## config.mk

```make
export PLATFORM = sky130hd
export DESIGN_NAME = rtc_bus_scheduler_flat
export DESIGN_NICKNAME = d
export VERILOG_FILES = /design/src/rtl/rtc_bus_scheduler_if.sv /design/src/rtl/rtc_bus_scheduler.sv /design/src/flat_wrapper.sv
export SDC_FILE = /design/constraint.sdc
export NUM_CORES = 1
export LEC_CHECK = 0
export CAP_MARGIN = 0
export CORE_MARGIN = 3
export CORE_UTILIZATION = 46
export CTS_BUF_LIST = sky130_fd_sc_hd__clkbuf_8
export CTS_CLUSTER_SIZE = 8
export DETAILED_ROUTE_END_ITERATION = 8
export PLACE_DENSITY = 0.67
export SLEW_MARGIN = 20
export SYNTH_ARGS = -nofsm -noshare
export SYNTH_HDL_FRONTEND = slang
export SYNTH_SLANG_ARGS = --single-unit
```

## constraint.sdc

```tcl
create_clock -name clk -period 1.4 [get_ports clk]
set_input_delay 0.28 -clock clk [delete_from_list [all_inputs] [get_ports clk]]
set_output_delay 0.28 -clock clk [all_outputs]
set_load 0.02 [all_outputs]
```

## src/rtl/rtc_bus_scheduler_if.sv

```systemverilog
// Bus-ownership handshake between the RTC bus scheduler and its two sequencer clients.
interface rtc_bus_scheduler_if;
    logic       rd_start;
    logic       rd_final;
    logic       wr_req;
    logic       wr_done;
    logic       wr_grant;
    logic [1:0] bus_owner;
    logic       scan_valid;
    logic       refresh_pending;
    logic       err_timeout;
    logic       err_clr;

    modport master (
        output rd_start, wr_grant, bus_owner, scan_valid, refresh_pending, err_timeout,
        input  rd_final, wr_req, wr_done, err_clr
    );

    modport slave (
        input  rd_start, wr_grant, bus_owner, scan_valid, refresh_pending, err_timeout,
        output rd_final, wr_req, wr_done, err_clr
    );
endinterface

```

## src/rtl/rtc_bus_scheduler.sv

```systemverilog
// Arbitrates the shared RTC bus between the periodic read-scan and user write sequencers,
// generating the refresh trigger and guarding every grant with a watchdog.
module rtc_bus_scheduler #(
    parameter int REFRESH_CYCLES = 1000000,
    parameter int CNT_W          = 20,
    parameter int TIMEOUT_CYCLES = 4096,
    parameter int TO_W           = 13
) (
    input  logic                 clk,
    input  logic                 reset,
    rtc_bus_scheduler_if.master  bus
);

    typedef enum logic [1:0] {
        ST_IDLE     = 2'b00,
        ST_GRANT_RD = 2'b01,
        ST_GRANT_WR = 2'b10,
        ST_RELEASE  = 2'b11
    } state_t;

    state_t            state_r;
    state_t            state_n_s;
    logic [CNT_W-1:0]  ref_cnt_r;
    logic [TO_W-1:0]   wd_cnt_r;
    logic              last_wr_r;
    logic              rd_start_r;
    logic              wr_grant_r;
    logic [1:0]        bus_owner_r;
    logic              scan_valid_r;
    logic              refresh_pending_r;
    logic              err_timeout_r;

    logic              wrap_s;
    logic              wd_hit_s;
    logic              enter_rd_s;
    logic              enter_wr_s;
    logic              scan_done_s;
    logic              timeout_s;
    logic [1:0]        owner_n_s;

    assign wrap_s   = (ref_cnt_r == CNT_W'(REFRESH_CYCLES - 1));
    assign wd_hit_s = (wd_cnt_r == TO_W'(TIMEOUT_CYCLES - 1));

    // Next-state arbitration and completion/timeout decode.
    always_comb begin
        state_n_s   = state_r;
        enter_rd_s  = 1'b0;
        enter_wr_s  = 1'b0;
        scan_done_s = 1'b0;
        timeout_s   = 1'b0;
        case (state_r)
            ST_IDLE: begin
                // Read wins only if the writer is idle or just had its turn: alternation.
                if (refresh_pending_r && (!bus.wr_req || last_wr_r)) begin
                    state_n_s  = ST_GRANT_RD;
                    enter_rd_s = 1'b1;
                end else if (bus.wr_req) begin
                    state_n_s  = ST_GRANT_WR;
                    enter_wr_s = 1'b1;
                end else begin
                    state_n_s  = ST_IDLE;
                end
            end
            ST_GRANT_RD: begin
                if (bus.rd_final) begin
                    state_n_s   = ST_RELEASE;
                    scan_done_s = 1'b1;
                end else if (wd_hit_s) begin
                    state_n_s = ST_RELEASE;
                    timeout_s = 1'b1;
                end else begin
                    state_n_s = ST_GRANT_RD;
                end
            end
            ST_GRANT_WR: begin
                if (bus.wr_done || !bus.wr_req) begin
                    state_n_s = ST_RELEASE;
                end else if (wd_hit_s) begin
                    state_n_s = ST_RELEASE;
                    timeout_s = 1'b1;
                end else begin
                    state_n_s = ST_GRANT_WR;
                end
            end
            ST_RELEASE: state_n_s = ST_IDLE;
            default:    state_n_s = ST_IDLE;
        endcase
    end

    // Owner encoding follows the next state so the registered output lines up with the grant.
    always_comb begin
        case (state_n_s)
            ST_GRANT_RD: owner_n_s = 2'b01;
            ST_GRANT_WR: owner_n_s = 2'b10;
            default:     owner_n_s = 2'b00;
        endcase
    end

    // State, counters and arbitration history.
    always_ff @(posedge clk or negedge reset) begin
        if (!reset) begin
            state_r   <= ST_IDLE;
            ref_cnt_r <= {CNT_W{1'b0}};
            wd_cnt_r  <= {TO_W{1'b0}};
            last_wr_r <= 1'b1;
        end else begin
            state_r   <= state_n_s;
            ref_cnt_r <= wrap_s ? {CNT_W{1'b0}} : ref_cnt_r + CNT_W'(1);
            if (enter_rd_s || enter_wr_s) begin
                wd_cnt_r <= {TO_W{1'b0}};
            end else if (state_r == ST_GRANT_RD || state_r == ST_GRANT_WR) begin
                wd_cnt_r <= wd_cnt_r + TO_W'(1);
            end
            if (enter_rd_s) begin
                last_wr_r <= 1'b0;
            end else if (enter_wr_s) begin
                last_wr_r <= 1'b1;
            end
        end
    end

    // Registered outputs; a refresh wrap beats the clear from a simultaneous read grant.
    always_ff @(posedge clk or negedge reset) begin
        if (!reset) begin
            rd_start_r        <= 1'b0;
            wr_grant_r        <= 1'b0;
            bus_owner_r       <= 2'b00;
            scan_valid_r      <= 1'b0;
            refresh_pending_r <= 1'b0;
            err_timeout_r     <= 1'b0;
        end else begin
            rd_start_r   <= (state_n_s == ST_GRANT_RD);
            wr_grant_r   <= (state_n_s == ST_GRANT_WR);
            bus_owner_r  <= owner_n_s;
            scan_valid_r <= scan_done_s;
            if (wrap_s) begin
                refresh_pending_r <= 1'b1;
            end else if (enter_rd_s) begin
                refresh_pending_r <= 1'b0;
            end
            if (timeout_s) begin
                err_timeout_r <= 1'b1;
            end else if (bus.err_clr) begin
                err_timeout_r <= 1'b0;
            end
        end
    end

    assign bus.rd_start        = rd_start_r;
    assign bus.wr_grant        = wr_grant_r;
    assign bus.bus_owner       = bus_owner_r;
    assign bus.scan_valid      = scan_valid_r;
    assign bus.refresh_pending = refresh_pending_r;
    assign bus.err_timeout     = err_timeout_r;

endmodule
```

## src/flat_wrapper.sv

```systemverilog
// flat-port wrapper written by rule: the top's interface ports become plain ports
module rtc_bus_scheduler_flat 
#(
    parameter int REFRESH_CYCLES = 1000000,
    parameter int CNT_W          = 20,
    parameter int TIMEOUT_CYCLES = 4096,
    parameter int TO_W           = 13
)
  (clk, reset, bus_rd_start, bus_wr_grant, bus_bus_owner, bus_scan_valid, bus_refresh_pending, bus_err_timeout, bus_rd_final, bus_wr_req, bus_wr_done, bus_err_clr);
  rtc_bus_scheduler_if bus_i ();
  input  logic clk;
  input  logic reset;
  output wire logic [$bits(bus_i.rd_start)-1:0] bus_rd_start;
  output wire logic [$bits(bus_i.wr_grant)-1:0] bus_wr_grant;
  output wire logic [$bits(bus_i.bus_owner)-1:0] bus_bus_owner;
  output wire logic [$bits(bus_i.scan_valid)-1:0] bus_scan_valid;
  output wire logic [$bits(bus_i.refresh_pending)-1:0] bus_refresh_pending;
  output wire logic [$bits(bus_i.err_timeout)-1:0] bus_err_timeout;
  input wire logic [$bits(bus_i.rd_final)-1:0] bus_rd_final;
  input wire logic [$bits(bus_i.wr_req)-1:0] bus_wr_req;
  input wire logic [$bits(bus_i.wr_done)-1:0] bus_wr_done;
  input wire logic [$bits(bus_i.err_clr)-1:0] bus_err_clr;
  assign bus_rd_start = bus_i.rd_start;
  assign bus_wr_grant = bus_i.wr_grant;
  assign bus_bus_owner = bus_i.bus_owner;
  assign bus_scan_valid = bus_i.scan_valid;
  assign bus_refresh_pending = bus_i.refresh_pending;
  assign bus_err_timeout = bus_i.err_timeout;
  assign bus_i.rd_final = bus_rd_final;
  assign bus_i.wr_req = bus_wr_req;
  assign bus_i.wr_done = bus_wr_done;
  assign bus_i.err_clr = bus_err_clr;
  rtc_bus_scheduler #(.REFRESH_CYCLES(REFRESH_CYCLES), .CNT_W(CNT_W), .TIMEOUT_CYCLES(TIMEOUT_CYCLES), .TO_W(TO_W)) u_core (.clk(clk), .reset(reset), .bus(bus_i));
endmodule
```

======== Word level (Yosys, flattened, before mapping) ========
Index checks and enable logic that the tools add are counted.
storage, ports and cells
  register bits after elaboration ......... 43
  input port bits ......................... 6
  output and inout bits ................... 7
  word-level logic and storage cells ...... 58
operators by class
  add/sub/neg operators ................... 2
  eq/ne operators ......................... 7
  mux-type cells .......................... 28
  reduce and logical (&&, ||, !) cells .... 11
operators by type and width
  cell                   number
  $mux 13                2
  $add 20x1->20 const B  1
  $eq 20x20->1 const B   1
  $mux 20                1
  $mux 1                 17
  $add 13x1->13 const B  1
  $eq 13x12->1 const B   1
  $mux 2                 5
  $pmux 2 s4             1
  $reduce_bool 2->1      4
  $eq 2x2->1 const B     3
  $eq 2x1->1 const B     2
  $logic_or 1x1->1       4
  $pmux 2 s2             1
  $logic_not 2->1        1
  $pmux 1 s2             1
  $logic_and 1x1->1      1
  $logic_not 1->1        1

======== Depth between registers and ports, before layout ========
  word-level depth ........................ 7
  gate-level depth with buffers ........... 7
  depth with buffers taken out ............ 6

======== Worst setup path before layout ========
No wires, ideal clock.
  path kind ............................... reg2reg
  from .................................... register u_core.state_r[0]
  to ...................................... register u_core.wd_cnt_r[9]
  setup time .............................. 0.132 ns
  arrival ................................. 1.420 ns
  data required time ...................... 1.268 ns
  path slack .............................. -0.152 ns
  cell stages (with the launch flop) ...... 8
  buffers on the path ..................... 1
  clock period less this slack ............ 1.552 ns
  cell sequence ........................... dfrtp_1 -> inv_1 -> ha_1 -> and4_1 -> clkbuf_1 -> nand4_1 -> xor2_1 -> nor2_1
between the ends
  longest elaborated chain between the ends .. 4
  elaborated cells between the ends (all ways) .. 9
  those cells by class .................... eq/ne (2); mux (3); reduce/logical (4)
ends and longest elaborated chain
  element                                              line                      RTL
  start: declaration                                   rtc_bus_scheduler.sv:21   state_t state_r;
  start signal: assignment                             rtc_bus_scheduler.sv:107  state_r <= state_n_s;
  $logic_not 2->1                                      rtc_bus_scheduler.sv:51   case (state_r)
  $mux 1                                               rtc_bus_scheduler.sv:51
  $logic_or 1x1->1                                     rtc_bus_scheduler.sv:109  if (enter_rd_s || enter_wr_s) begin
  $mux 13 / $reduce_bool 2->1 (equally long branches)  --
  end signal: assignment                               rtc_bus_scheduler.sv:104  wd_cnt_r <= {TO_W{1'b0}};
  end signal: assignment                               rtc_bus_scheduler.sv:110  wd_cnt_r <= {TO_W{1'b0}};
  end signal: assignment                               rtc_bus_scheduler.sv:112  wd_cnt_r <= wd_cnt_r + TO_W'(1);
  end: declaration                                     rtc_bus_scheduler.sv:24   logic [TO_W-1:0] wd_cnt_r;
Several ways; a longest one is shown, not always the timed one.
A chain may end at the register's enable or synchronous reset.

======== Worst setup path in the final report ========
  from .................................... register u_core.wd_cnt_r[1]
  to ...................................... register u_core.state_r[1]
between the ends
  longest elaborated chain between the ends .. 4
ends and longest elaborated chain
  element                  line                     RTL
  $eq 13x12->1             rtc_bus_scheduler.sv:42  assign wd_hit_s = (wd_cnt_r == TO_W'(TIMEOUT_CYCLES - 1));
  $mux 2                   rtc_bus_scheduler.sv:68  end else if (wd_hit_s) begin
  $mux 2                   rtc_bus_scheduler.sv:65  if (bus.rd_final) begin
  $pmux 2 s4               rtc_bus_scheduler.sv:51
  net u_core.state_n_s[1]  rtc_bus_scheduler.sv:22  state_t state_n_s;
The timed path passes the listed nets, and every way through them passes these cells.

==> out/metrics.cfg <==
[outcome]
outcome = finished with violations
failed_checks = negative setup slack

[floorplan]
total_die_area_um2 = 5480
io_pins = 13
core_area_um2 = 4410
starting_density_of_the_core_pct = 48.3
row_count = 24
floorplan.die.width_um = 74.1
chipHeight_um = 74.1

[clock_tree]
clkTransAtPathRegs_ns = 0.08
ctsLongestPathBuffers = 2
clock_sink_count = 41
htree_levels = 2
ctsRootBufferMaster = sky130_fd_sc_hd__clkbuf_8
tritoncts = yes
insertion_delay_ns = 0.29
cts_made_buffers = 5

[cells_and_area]
antenna_cells = 0
relative_area_change_from_synthesis_to_final_layout_pct = 44.3
finalNetCount = 285
post-route-util_pct = 69.6
layout-drive-gt1-share_pct = 40.5
fillCellCount = 323

[drt]
viasPerCell = 5.31
drt-pass1-iter-count = 4
drt.antenna.violating_nets = 0
routed_wire_length_per_instance_um = 14.7
dr_total_vias = 1732
route.final.wire_length_um = 4790
route.detailed.drc = 0
detail_route.iter0.violations = 81

[yosys]
synth_top_area_share_pct = 47.0
synth_enable_flop_cells = 0
mappedNetlistArea_um2 = 2130
synth.top_cells.by_area = sky130_fd_sc_hd__dfrtp_1, sky130_fd_sc_hd__xor2_1, sky130_fd_sc_hd__xnor2_1, sky130_fd_sc_hd__nor2_1, sky130_fd_sc_hd__ha_1
synth_top_area_cell = sky130_fd_sc_hd__dfrtp_1
synth-seq-cells = 41
synth_instances = 205
yosysSeqAreaShare_pct = 48.2
synth_warnings = 0
synth_async_sr_flop_share_pct = 100
avgSynthCellArea_um2 = 10.4
synth_nets = 217
yosysUniqueCellTypes = 44
post_synth_top_flop = sky130_fd_sc_hd__dfrtp_1

[timing]
setup_ws_ns = -0.148
worst_pin_slew_ns = 0.390
finalHoldViolCount = 0
timing.final.max_slew_violations = 0
timing.slew.headroom_pct = 74.0
timing.fmax_mhz = 646
final-setup-viol-count = 20
clock_skew_ns = 0.00674
tns_ns = -1.42
timing.final.crit_period_ns = 1.55
fin_crit_sh_pct = 111
grt_setup_unrepaired = true

[worst_setup_path]
worstPathArrival_ns = 1.78
worstPathCellList = ha_2, nand4b_1, or3_4, a211oi_4, a31o_1
critical-path-slowest-cell = sky130_fd_sc_hd__or3_4
timing_worst_setup_path_type = reg2reg
category_of_the_worst_setup_path_capture_point = flop
critical_path.top_delay_family = simple AND/OR/NAND/NOR gates
rr_worst_depth = 5
r2r_slack_ns = -0.15
timing.rr.end = u_core.state_r[1]$_DFF_PN0_
cp.buffers_inverters = 0
max_stage_delay_ns = 0.45
setup.worst_path.start_class = flop
critPathMaxFanout = 5
timing.critical_path.from = u_core.wd_cnt_r[1]$_DFFE_PN0P_
timing.critical_path.depth = 5
reg_to_reg_start = u_core.wd_cnt_r[1]$_DFFE_PN0P_
critPathRequiredTime_ns = 1.63
worstSetupEndpoint = u_core.state_r[1]$_DFF_PN0_

[place]
routabilityCongestion = 0.821
hpwl_dp_um = 3210
quantity_of_i_o_buffers_inserted_on_ports = 12

[global_route]
grt_overflow = 0
grt_pass1_vias = 1637
grt_first_pass_wirelength_um = 7690
grt_max_degree = 18
grt_use_total_pct = 18.2
antenna_violations_before_repair = 0

[power_and_ir_drop]
power.static_leakage_nw = 1.44
power.ir.vdd_worst_v = 0.000617
pwr_density_cell_nw_per_um2 = 1100

[min_path]
hp-class = in2async

[job]
maximum_capacitance_violations = 0

-- placed cells by master (no fill, tap or decap), types with 2 or more instances in the layout --
cell / synthesis / layout
sky130_fd_sc_hd__nor3_4: 1 / 3
sky130_fd_sc_hd__ha_4: 0 / 3
sky130_fd_sc_hd__a21oi_1: 7 / 6
sky130_fd_sc_hd__dlygate4sd2_1: 0 / 7
sky130_fd_sc_hd__inv_1: 7 / 6
sky130_fd_sc_hd__mux2i_1: 4 / 4
sky130_fd_sc_hd__nor2_4: 0 / 3
sky130_fd_sc_hd__nand3_1: 13 / 11
sky130_fd_sc_hd__ha_2: 0 / 3
sky130_fd_sc_hd__dfrtp_1: 40 / 34
sky130_fd_sc_hd__nand4_1: 9 / 9
sky130_fd_sc_hd__nand4b_1: 3 / 3
sky130_fd_sc_hd__or3_1: 3 / 2
sky130_fd_sc_hd__inv_2: 0 / 2
sky130_fd_sc_hd__xnor2_1: 11 / 11
sky130_fd_sc_hd__nor2b_1: 4 / 4
sky130_fd_sc_hd__nand3_4: 0 / 2
sky130_fd_sc_hd__and3_1: 4 / 4
sky130_fd_sc_hd__nor4_4: 1 / 3
sky130_fd_sc_hd__xor2_1: 13 / 13
sky130_fd_sc_hd__nand2_1: 12 / 11
sky130_fd_sc_hd__buf_4: 2 / 49
sky130_fd_sc_hd__or3_4: 1 / 2
sky130_fd_sc_hd__nand4_4: 1 / 2
sky130_fd_sc_hd__nor3_1: 7 / 5
sky130_fd_sc_hd__clkbuf_8: 0 / 6
sky130_fd_sc_hd__nor3_2: 2 / 2
sky130_fd_sc_hd__buf_6: 0 / 4
sky130_fd_sc_hd__dfrtp_2: 0 / 6
sky130_fd_sc_hd__clkdlybuf4s50_1: 0 / 4
sky130_fd_sc_hd__nor2_1: 24 / 17
sky130_fd_sc_hd__nor2_2: 0 / 4
sky130_fd_sc_hd__o21ai_0: 3 / 3
-- flip-flops by register name, summed over array words and instances, names as in the netlist --
register,count
u_core.state_r,2
u_core.bus.rd_start,1
u_core.wd_cnt_r,13
u_core.bus.err_timeout,1
u_core.bus.bus_owner,1
u_core.ref_cnt_r,20
u_core.bus.refresh_pending,1
u_core.last_wr_r,1
u_core.bus.scan_valid,1
-- metrics by stage --
stage	hold slack (ns)	area, um^2	instances	power (mW)	worst slack [ns]
6_report	0.448	3070	326	3.39	-0.148
5_1_grt	0.469	3070	326	3.57	-0.211
4_1_cts	0.441	2900	322	3.30	-0.112
3_5_place_dp	0.221	2640	308	2.22	-0.110
3_3_place_gp	0.221	2640	308	2.20	-0.0676
2_1_floorplan	-0.0156	2140	205	1.88	-0.00759
-- synthesized netlist by cell type, drive strengths merged, types with 2 or more instances --
cell / instances
a31oi: 2
mux2i: 4
o21ai: 3
nor2: 24
nor2b: 4
nor4: 4
a21oi: 7
xnor2: 11
nand4: 12
inv: 7
nand4b: 3
xor2: 13
and3: 4
clkbuf: 3
nor3: 10
nand3: 14
nand2: 12
dfrtp: 40
ha: 6
and4: 2
or3: 4
buf: 3
-- routing by layer --
layer / GRT usage (%) / share of wire [%]
met1: 26.7 / 49
met2: 26.9 / 46
met3: 4.05 / 3.3
met5: 0 / 0
met4: 5.43 / 1.3
-- report_power, final --
part,internal [mW],switching [mW],total [mW]
registers,1.27,0.0546,1.33
logic,0.539,0.541,1.08
clock network,0.574,0.406,0.980
total,2.39,1.00,3.39
-- cell type report --
class	instances	area (um^2)	area share (%)
Clock inverter	2	33.8	1.10
Timing Repair Buffer	67	549	17.9
Clock buffer	6	82.6	2.69
Inverter	7	26.3	0.855
Multi-Input combinational cell	151	1280	41.7
Sequential cell	41	1030	33.7
Tap cell	52	65.1	2.12
-- cell families after synthesis --
family	count (synthesis)	share of synthesized area (%)
XOR/XNOR	24	9.86
buffers and inverters	13	2.70
multiplexers	5	2.41
flip-flops	41	48.2
adder cells (fa/ha/maj)	6	3.52
AND/OR/NAND/NOR	98	27.8
AO/OA/AOI/OAI	18	5.46
-- worst min path at each step --
stage / startpoint / end / slack (ns) / cells past startpoint
2_1_floorplan: reset / u_core.bus.bus_owner[1]$_DFF_PN0_ / -0.02 / 0
3_3_place_gp: reset / u_core.ref_cnt_r[10]$_DFF_PN0_ / 0.22 / 1
3_5_place_dp: reset / u_core.ref_cnt_r[10]$_DFF_PN0_ / 0.22 / 1
4_1_cts: reset / u_core.bus.bus_owner[1]$_DFF_PN0_ / 0.44 / 2
5_1_grt: reset / u_core.bus.bus_owner[1]$_DFF_PN0_ / 0.47 / 2
6_report: reset / u_core.ref_cnt_r[10]$_DFF_PN0_ / 0.45 / 2
-- what timing repair did --
action | CTS | global route
resized for setup | 31 | 29
endpoints found under the setup margin | 32 | 30
hold buffers | 1 | 0
gates cloned | 0 | 0
pin swaps | 8 | 18
endpoints found under the hold margin | 14 | 0
setup buffers | 5 | 5
(Power assumes the default switching activity.)
